===== config.mk =====
export PLATFORM = sky130hd
export DESIGN_NAME = ifu_fetch
export DESIGN_NICKNAME = d
export VERILOG_FILES = /design/src/rtl/ifu_fetch.sv
export SDC_FILE = /design/constraint.sdc
export NUM_CORES = 1
export LEC_CHECK = 0
export CORE_ASPECT_RATIO = 0.8
export CORE_MARGIN = 5
export CORE_UTILIZATION = 30
export DETAILED_ROUTE_END_ITERATION = 8
export PLACE_DENSITY = 0.59
export SYNTH_ARGS = -nofsm -noshare
export SYNTH_HDL_FRONTEND = slang
export SYNTH_SLANG_ARGS = --single-unit

===== constraint.sdc =====
create_clock -name clk -period 4.25 [get_ports clk]
set_clock_uncertainty 0.15 [all_clocks]
set_input_delay 0.85 -clock clk [delete_from_list [all_inputs] [get_ports clk]]
set_output_delay 0.85 -clock clk [all_outputs]
set_load 0.01 [all_outputs]

===== src/rtl/ifu_fetch.sv =====
// Instruction fetch stage: owns the PC, drives the instruction memory read port,
// captures each response one cycle after issue into a small {pc, instr} FIFO and
// presents the FIFO head to decode over valid/ready. Redirects flush all younger state.
module ifu_fetch #(
    parameter logic [63:0] RESET_PC   = 64'h8000_0000,
    parameter int unsigned FIFO_DEPTH = 2
) (
    input  logic        clk,
    input  logic        rst,
    output logic [63:0] imem_addr,
    output logic        imem_en,
    input  logic [31:0] imem_instr,
    input  logic        redirect_valid,
    input  logic [63:0] redirect_pc,
    output logic        out_valid,
    input  logic        out_ready,
    output logic [63:0] out_pc,
    output logic [31:0] out_instr
);

    localparam int unsigned PtrW = (FIFO_DEPTH > 1) ? $clog2(FIFO_DEPTH) : 1;
    localparam int unsigned CntW = $clog2(FIFO_DEPTH + 1);
    localparam int unsigned OccW = CntW + 1;
    localparam logic [CntW-1:0] CntMax  = CntW'(FIFO_DEPTH);
    localparam logic [PtrW-1:0] PtrLast = PtrW'(FIFO_DEPTH - 1);

    typedef enum logic [1:0] {StEmpty, StPartial, StFull} fifo_st_e;

    logic [63:0]     pc_q, pc_d;
    logic [63:0]     issue_pc_q, issue_pc_d;
    logic            inflight_q, inflight_d;
    logic [CntW-1:0] count_q, count_d;
    logic [PtrW-1:0] rd_ptr_q, rd_ptr_d;
    logic [PtrW-1:0] wr_ptr_q, wr_ptr_d;
    fifo_st_e        st_q, st_d;
    logic [63:0]     pc_mem_q    [FIFO_DEPTH];
    logic [63:0]     pc_mem_d    [FIFO_DEPTH];
    logic [31:0]     instr_mem_q [FIFO_DEPTH];
    logic [31:0]     instr_mem_d [FIFO_DEPTH];

    logic            pop;
    logic            push;
    logic            can_issue;
    logic [OccW-1:0] occupancy;

    // Pointer advance with wrap for depths that are not a power of two.
    function automatic logic [PtrW-1:0] ptr_inc(input logic [PtrW-1:0] p);
        return (p == PtrLast) ? '0 : p + 1'b1;
    endfunction

    // Handshake, issue and capture decisions from registered state plus inputs.
    always_comb begin
        out_valid = (st_q != StEmpty);
        pop       = out_valid & out_ready;
        // Slots already committed: buffered entries plus the response in flight,
        // minus the one leaving this cycle (pop implies count_q >= 1).
        occupancy = OccW'(count_q) + OccW'(inflight_q) - OccW'(pop);
        can_issue = (occupancy < OccW'(FIFO_DEPTH));
        // Gating with rst makes the enable fall as soon as reset asserts.
        imem_en   = rst & can_issue & ~redirect_valid;
        imem_addr = pc_q;
        push      = inflight_q & ~redirect_valid;
        out_pc    = out_valid ? pc_mem_q[rd_ptr_q] : '0;
        out_instr = out_valid ? instr_mem_q[rd_ptr_q] : '0;
    end

    // Next-state: PC, in-flight tracking, FIFO storage, pointers and occupancy state.
    always_comb begin
        pc_d        = pc_q;
        issue_pc_d  = issue_pc_q;
        inflight_d  = 1'b0;
        count_d     = count_q;
        rd_ptr_d    = rd_ptr_q;
        wr_ptr_d    = wr_ptr_q;
        pc_mem_d    = pc_mem_q;
        instr_mem_d = instr_mem_q;

        if (redirect_valid) begin
            pc_d     = redirect_pc & ~64'd3;
            count_d  = '0;
            rd_ptr_d = '0;
            wr_ptr_d = '0;
        end else begin
            inflight_d = imem_en;
            if (imem_en) begin
                pc_d       = pc_q + 64'd4;
                issue_pc_d = pc_q;
            end
            if (push) begin
                pc_mem_d[wr_ptr_q]    = issue_pc_q;
                instr_mem_d[wr_ptr_q] = imem_instr;
                wr_ptr_d              = ptr_inc(wr_ptr_q);
            end
            if (pop) begin
                rd_ptr_d = ptr_inc(rd_ptr_q);
            end
            unique case ({push, pop})
                2'b10:   count_d = count_q + 1'b1;
                2'b01:   count_d = count_q - 1'b1;
                default: count_d = count_q;
            endcase
        end

        if (count_d == '0) begin
            st_d = StEmpty;
        end else if (count_d == CntMax) begin
            st_d = StFull;
        end else begin
            st_d = StPartial;
        end
    end

    // State registers; asynchronous reset drops any in-flight response.
    always_ff @(posedge clk or negedge rst) begin
        if (!rst) begin
            pc_q       <= RESET_PC;
            issue_pc_q <= '0;
            inflight_q <= 1'b0;
            count_q    <= '0;
            rd_ptr_q   <= '0;
            wr_ptr_q   <= '0;
            st_q       <= StEmpty;
            for (int i = 0; i < int'(FIFO_DEPTH); i++) begin
                pc_mem_q[i]    <= '0;
                instr_mem_q[i] <= '0;
            end
        end else begin
            pc_q        <= pc_d;
            issue_pc_q  <= issue_pc_d;
            inflight_q  <= inflight_d;
            count_q     <= count_d;
            rd_ptr_q    <= rd_ptr_d;
            wr_ptr_q    <= wr_ptr_d;
            st_q        <= st_d;
            pc_mem_q    <= pc_mem_d;
            instr_mem_q <= instr_mem_d;
        end
    end

    // Issue throttling must make overflow and underflow impossible.
    a_no_overflow: assert property (@(posedge clk) disable iff (!rst)
        !(push && (count_q == CntMax) && !pop));
    a_no_underflow: assert property (@(posedge clk) disable iff (!rst)
        !(pop && (count_q == '0)));

endmodule


### After elaboration in Yosys (flattened, before gate mapping)

Index checks and enable logic that the tools add are counted.

* equal/unequal tests: 3
* mux-type cells: 27
* order comparisons: 4
* bitwise logic cells: 7
* reductions and logical operators: 8
* add/subtract/negate cells: 7

Operators by type and width (number)
* $mux W64: 7
* $mux W32: 5
* $bwmux W128: 1
* $add A64 B3 Y64 const B: 1
* $bwmux W64: 1
* $demux W64 S1: 1
* $demux W32 S1: 1
* $reduce_bool A2 Y1: 4
* $mux W1: 7
* $mux W2: 3
* $and A1 B1 Y1: 4
* $eq A2 B2 Y1 const B: 2
* $ge A2 B2 Y1 const B: 2
* $not A1 Y2: 2
* $pmux W2 S2: 1
* $reduce_and A2 Y1: 2
* $add A2 B1 Y3: 1
* $lt A3 B2 Y1 const B: 1
* $sub A3 B1 Y3: 1
* $add A1 B1 Y1 const B: 2
* $add A2 B1 Y2 const B: 1
* $eq A2 B1 Y1 const B: 1
* $logic_not A2 Y1: 1
* $lt A2 B1 Y1 const B: 1
* other kinds (3): 3

* bits in registers: 327
* word-level logic and storage cells: 67
* output and inout port bits: 162

### Depth between registers and ports, before layout

Gate-level depths: netlist of the first run.

* word-level depth: 8
* gate-level depth with buffers: 12
* gate-level depth less buffers: 9

### Worst setup path before layout of the first run

No wires, ideal clock.

* path kind: input-to-output
* start: in out_ready
* end: out imem_en
* arrival time: 2721 ps
* stages on the path: 7
* data required time: 3250 ps
* slack: 529 ps
* path buffers: 2
* path through: o21ai_0 nand2_1 fa_1 xnor2_2 and3_1 clkbuf_1 clkbuf_1

* longest elaborated chain between the ends: 5

Ends and longest elaborated chain
* from (decl): RTL line 16 `input logic out_ready,`
* $and A1 B1 Y1: RTL line 54 `pop = out_valid & out_ready;`
* $sub A3 B1 Y3: RTL line 57 `occupancy = OccW'(count_q) + OccW'(inflight_q) - OccW'(pop);`
* $lt A3 B2 Y1: RTL line 58 `can_issue = (occupancy < OccW'(FIFO_DEPTH));`
* $and A1 B1 Y1 (2 in a row): RTL line 60 `imem_en = rst & can_issue & ~redirect_valid;`
* to (decl): RTL line 11 `output logic imem_en,`

Every way passes these cells.

### Final worst setup path of the first run

Ends and elaborated chain as after synthesis.

==> metrics, run 1 <==
Avg WL per Cell around 20 µm; first-pass GRT wire length about 66,000 µm; hold_buf cts 0; CTS clk-pin slew, worst paths 0.05 ns; setup ws final roughly 0.39 ns; Max transition margin between 40% and 50%; number of DRC markers in iteration 0 405; share of layout cells above drive strength 1 between 20% and 30%; Tightest Hold Check Type in2async; Slowest-stage cell, CP clkdlybuf4s50_1; number of library cell types mapped by synthesis 43; Setup-failing EPs final 0; Max-Cap Viols 0; Die ar. 53,400 µm²; #FFs+latches synth between 300 and 400; Buf+Inv Stages, Crit Path 2; htree depth 2; Overall Global Routing Usage 15.5%; via count about 10,000; WP data arrival 2.86 ns; I/O Pins 262; Place WS 0.0193 ns; P_leak between 7 and 8 nW; kind of critical path in2out; CTS tree done; RSZ-0062 raised after global routing false; Final min period 3.86 ns; syn avg cell area 12.1 µm²; Crit. End Element primary output; Crit path max-delay family buffers and inverters; PwrDens 512 nW/µm²; Rows ~70; Synth Instances between 1,000 and 1,500; n_diodes 0; initial antenna violation count 0; cts bufs inserted 37; VDD IR max about 0.23 mV; Seq/Total Area, Yosys a little over half; Post-DRT Antenna Nets 0; clock root cell clkbuf_16; die width approximately 260 µm; most common cell after layout, fill and taps aside dfrtp_1; Synthesis Warnings 0; vias in the first global route 11,100; largest stage delay on the critical path between 0.5 and 0.6 ns; Clk Latency, worst-skew pair approximately 0.53 ns; NumNets Final 1,561; reg2reg setup slack 1.00 ns; Worst-Margin Slew approximately 0.89 ns; Period Utilization, post-route a little over 90%; Core Area 48,300 µm²; CTS Buffer Depth 3; clock sinks between 300 and 400; drt total wl ~42,000 µm; 1st-pass router iterations 6; most frequent cells in the layout dfrtp_1, clkdlybuf4s50_1, mux2_2, nor2_1, mux2i_1; Area growth syn-to-layout 31.5%; largest net degree at the start of global routing around 150; Fmax 0.259 GHz; post-CTS setup buffer count 0; WP data required between 3 and 4 ns; GRT overflow 0; status complete, no violations; final hold violation count 0; via density per instance between 4 and 5; Final TNS setup 0 ns; initial core utilization between 30% and 40%; Post-Syn Area approximately 15,000 µm²; PortBufs roughly 260; # DRC 0; Worst Setup Start Kind input pin; Die Y slightly above 200 µm; routability congestion estimate about 0.74; dpl hpwl roughly 28,000 µm; Crit Path Max Fanout 4; sequence of cells on the critical path clkdlybuf4s50_1, nand3b_1, o21ai_0, nand2_1, fa_1, and2_1, and3_4, dlymetal6s2s_1; max-slew violation count 0
-- repair_timing --
| action | in CTS | in global routing |
|---|---|---|
| hold endpoints to repair | 0 | 0 |
| setup endpoints to repair | 0 | 1 |
| gates resized for setup | 0 | 1 |
-- per-stage QoR --
| step | cell area [µm²] | hold slack [ns] | power (mW) | utilization (%) | cells |
|---|---|---|---|---|---|
| after global placement | 18000 | 0.337 | 6.64 | 37.3 | 2049 |
| final | 19300 | 0.0597 | 9.85 | 39.9 | 2115 |
| after CTS | 19200 | 0.0434 | 10.0 | 39.9 | 2115 |
| after floorplan | 14700 | 0.329 | 5.81 | - | 1216 |
| after global routing | 19300 | 0.0596 | 10.4 | 39.9 | 2115 |
| after detailed placement | 18000 | 0.344 | 6.78 | 37.3 | 2049 |
-- cells in the mapped netlist --
library cell	n	share of area [%]
a221oi_1	2	0.12
a31o_2	1	0.060
a31oi_1	27	1.2
and2_1	11	0.47
and3_1	11	0.47
and3_2	1	0.051
and3_4	1	0.077
and4_1	10	0.60
and4_4	1	0.077
and4b_1	1	0.068
buf_1	14	0.36
buf_2	15	0.51
buf_4	4	0.21
buf_6	1	0.077
clkbuf_1	48	1.2
conb_1	1	0.026
dfrtp_1	317	54
dfstp_2	1	0.18
fa_1	1	0.14
ha_1	1	0.085
inv_1	6	0.15
mux2_2	250	19
mux2i_1	95	6.5
nand2_1	58	1.5
nand3_1	25	0.85
nand3b_1	4	0.21
nand4_1	22	0.94
nand4b_2	1	0.10
nand4b_4	1	0.16
nor2_1	129	3.3
nor2b_1	6	0.26
nor3_1	7	0.24
nor3b_1	1	0.051
nor4_1	12	0.51
nor4b_1	2	0.12
o21ai_0	54	1.8
o31ai_1	10	0.51
or3_1	14	0.60
or4_1	10	0.51
or4_4	1	0.077
xnor2_1	25	1.5
xnor2_2	1	0.11
xor2_1	10	0.60
-- report_power, final --
part | total, mW | internal [mW] | switching [mW]
logic | 2.14 | 1.29 | 0.842
registers | 4.55 | 3.97 | 0.575
clock network | 3.17 | 1.91 | 1.25
-- per-layer routing --
layer  share of wire [%]  global-route usage, %  vias to the layer above  wire [µm]
met2                  46                   24.7                      257      19100
met1                  47                   21.6                     5293      19600
li1                    -                      -                     4815          -
met4                 1.9                   3.46                        0        791
met5                   0                      0                        -          0
met3                 5.5                   3.56                       57       2280
-- flip-flops by register name, summed over array words and instances (netlist names) --
signal / flops
inflight_q: 1
rd_ptr_q: 1
instr_mem_q: 64
st_q: 2
count_q: 1
wr_ptr_q: 1
imem_addr: 62
pc_mem_q: 124
issue_pc_q: 62
-- cell type report --
| type | count | area [µm²] |
|---|---|---|
| timing repair buffer | 286 | 2900 |
| fill | 4648 | 29000 |
| multi-input combinational | 810 | 6360 |
| clock buffer | 57 | 1140 |
| inverter | 6 | 22.5 |
| tap | 629 | 787 |
| clock inverter | 9 | 77.6 |
| sequential | 318 | 7960 |
-- worst register-to-register path, cell delays in order (launching register included) --
cell and delay (ns):
dfrtp_1 0.42, nand3b_1 0.20, o21ai_0 0.12, nand2_1 0.11, fa_1 0.42, xnor2_2 0.19
buf_4 0.16, nand4b_4 0.11, or4_4 0.70, or3_1 0.41, a31oi_1 0.17
-- cell families (layout without fill, tap and decap cells) --
family	after synthesis	in the layout	share of synthesized area [%]
AO/OA/AOI/OAI	94	94	3.69
XOR/XNOR	36	36	2.20
adder cells (fa/ha/maj)	2	2	0.222
buffers and inverters	88	358	2.54
flip-flops	318	318	54.4
multiplexers	345	345	25.7
other	1	4	0.0256
AND/OR/NAND/NOR	329	329	11.2
-- worst paths after layout --
check,startpoint,to,depth (start not counted)
setup / recovery,out_ready,imem_en,8
hold / removal,rst,pc_mem_q[81],1
setup reg to reg,st_q[0],imem_addr[60],10
hold reg to reg,pc_mem_q[78],pc_mem_q[78],1
max in group asynchronous,rst,imem_addr[53],2
min in group clk,pc_mem_q[78],pc_mem_q[78],1
(Power assumes the default switching activity.)
==> run 2, diff against run 1 <==
CTS_BUF_LIST = sky130_fd_sc_hd__clkbuf_8 sky130_fd_sc_hd__clkbuf_16   (was unset)
==> run 2 against run 1 <==
  * Core utilization is the same
  * Sequential cell count is the same
  * Global-route usage is the same
  * Clock-buffer cell count shrank 8
  * Combinational power is essentially flat
  * Design area is the same
==> metrics, run 2 (same netlist as run 1, synthesis figures left out) <==
vias in the first global route between 10,000 and 15,000; Die ar. roughly 53,000 µm²; Post-CTS Resized 0; # DRC 0; most common cell after layout, fill and taps aside dfrtp_1; via density per instance ~5; P_leak between 7 and 8 nW; Overall Global Routing Usage approximately 15%; setup ws final about 0.39 ns; Max transition margin roughly two fifths; GRT overflow 0; clock share of power between 30 and 40%; Area growth syn-to-layout 31.5%; Tightest Hold Check Type in2async; cts bufs inserted 37; Clk Latency, worst-skew pair roughly 0.53 ns; number of DRC markers in iteration 0 388; Worst Setup Start Kind input pin; WP data required approximately 3.3 ns; Final min period ~3.9 ns; largest registers pc_mem_q: 124 flops, instr_mem_q: 64 flops; fillcell total 4,648; Logic pwr share 21.7%; htree depth 2; Fmax approximately 0.26 GHz; Storage cell area 7960 µm²; final instance area about 19,000 µm²; Crit Path Max Fanout 4; Place WS around 0.019 ns; Post-DRT Antenna Nets 0; CTS Buffer Depth 3; Period Utilization, post-route 90.9%; Die Y ~210 µm; first-pass GRT wire length ~66,000 µm; status complete, no violations; PwrDens between 500 and 600 nW/µm²; post-CTS setup buffer count 0; max-slew violation count 0; share of power burned in registers roughly 46%; Setup-failing EPs final 0; Sw Ratio roughly 27%; Worst-Margin Slew about 0.9 ns; reg2reg setup slack 1.00 ns; PortBufs around 260; clock root cell clkbuf_16; largest net degree at the start of global routing between 100 and 150; hold_buf cts 0; reg2reg start st_q[0]; area of the multi-input gates 6360 µm²; RSZ-0062 raised after global routing false; CTS clk-pin slew, worst paths 0.05 ns; VDD IR max between 0.2 and 0.25 mV; Rows 72; Avg WL per Cell roughly 20 µm; Pint 7.16 mW; Max-Cap Viols 0; initial core utilization between 30% and 40%; CTS tree done; 1st-pass router iterations 7; clock sinks 318; routability congestion estimate about 0.74; WP data arrival roughly 2.9 ns; overall power 9.83 mW; most frequent cells in the layout dfrtp_1, clkdlybuf4s50_1, mux2_2, nor2_1, mux2i_1; dpl hpwl 28,000 µm; NumNets Final 1,561; Final TNS setup 0 ns; I/O Pins 262; share of layout cells above drive strength 1 about a quarter; via count 10,400; RR Endpoint imem_addr[60]; kind of critical path in2out; n_diodes 0; dpl cell area roughly 18,000 µm²; die width roughly 260 µm; worst reg2reg path depth 10; Core Area about 48,000 µm²; Crit. End Element primary output; final core occ 39.9%; initial antenna violation count 0; Top reg by flops pc_mem_q; drt total wl between 40,000 and 50,000 µm; max reg flops roughly 120; final hold violation count 0; Switch Pwr 2.67 mW
[run 2: changes by cell type in the layout (fill, tap and decap cells not counted), sizes merged]
cell    delta
clkbuf     -8
inv        +8
[run 2: metrics by stage]
stage,hold slack [ns],std cells
2_1_floorplan,0.329,1216
3_3_place_gp,0.337,2049
3_5_place_dp,0.344,2049
4_1_cts,0.0434,2115
5_1_grt,0.0596,2115
6_report,0.0606,2115
[run 2: routing by layer]
layer / track usage [%] / wire [µm] / up-vias / share of wire (%)
met4: 3.46 / 811 / 0 / 1.9
met3: 3.56 / 2150 / 57 / 5.2
met5: 0 / 0 / - / 0
met1: 21.6 / 19700 / 5301 / 47
met2: 24.7 / 19200 / 236 / 46
li1: - / - / 4817 / -
[run 2: power groups by stage]
| stage | Sequential, mW | Clock, mW | Combinational (mW) |
|---|---|---|---|
| 5_1_grt | 4.68 | 3.39 | 2.35 |
| 3_3_place_gp | 4.54 | 0 | 2.11 |
| 4_1_cts | 4.55 | 3.26 | 2.18 |
| 2_1_floorplan | 4.43 | 0 | 1.38 |
| 3_5_place_dp | 4.61 | 0 | 2.17 |
| 6_report | 4.55 | 3.15 | 2.14 |
[run 2: area by class of cell]
cell class                      instances  share of cell area (%)
Inverter                                6                   0.117
Sequential cell                       318                    41.4
Timing Repair Buffer                  286                    15.1
Clock inverter                         17                   0.559
Clock buffer                           49                    5.78
Multi-Input combinational cell        810                    33.0
Tap cell                              629                    4.09
[run 2: how the worst max path moves through the flow]
stage,startpoint,endpoint,slack (ns),depth (start not counted)
after floorplan,out_ready,imem_en,0.53,7
after global placement,out_ready,imem_en,0.07,8
after detailed placement,out_ready,imem_en,0.02,8
after CTS,out_ready,imem_en,0.02,8
after global routing,out_ready,imem_en,0.26,8
final,out_ready,imem_en,0.39,8
[run 2: worst max-delay path: stages]
cell             delay (ns)
clkdlybuf4s50_1        0.53
nand3b_1               0.12
o21ai_0                0.12
nand2_1                0.11
fa_1                   0.51
and2_1                 0.18
and3_4                 0.26
dlymetal6s2s_1         0.18
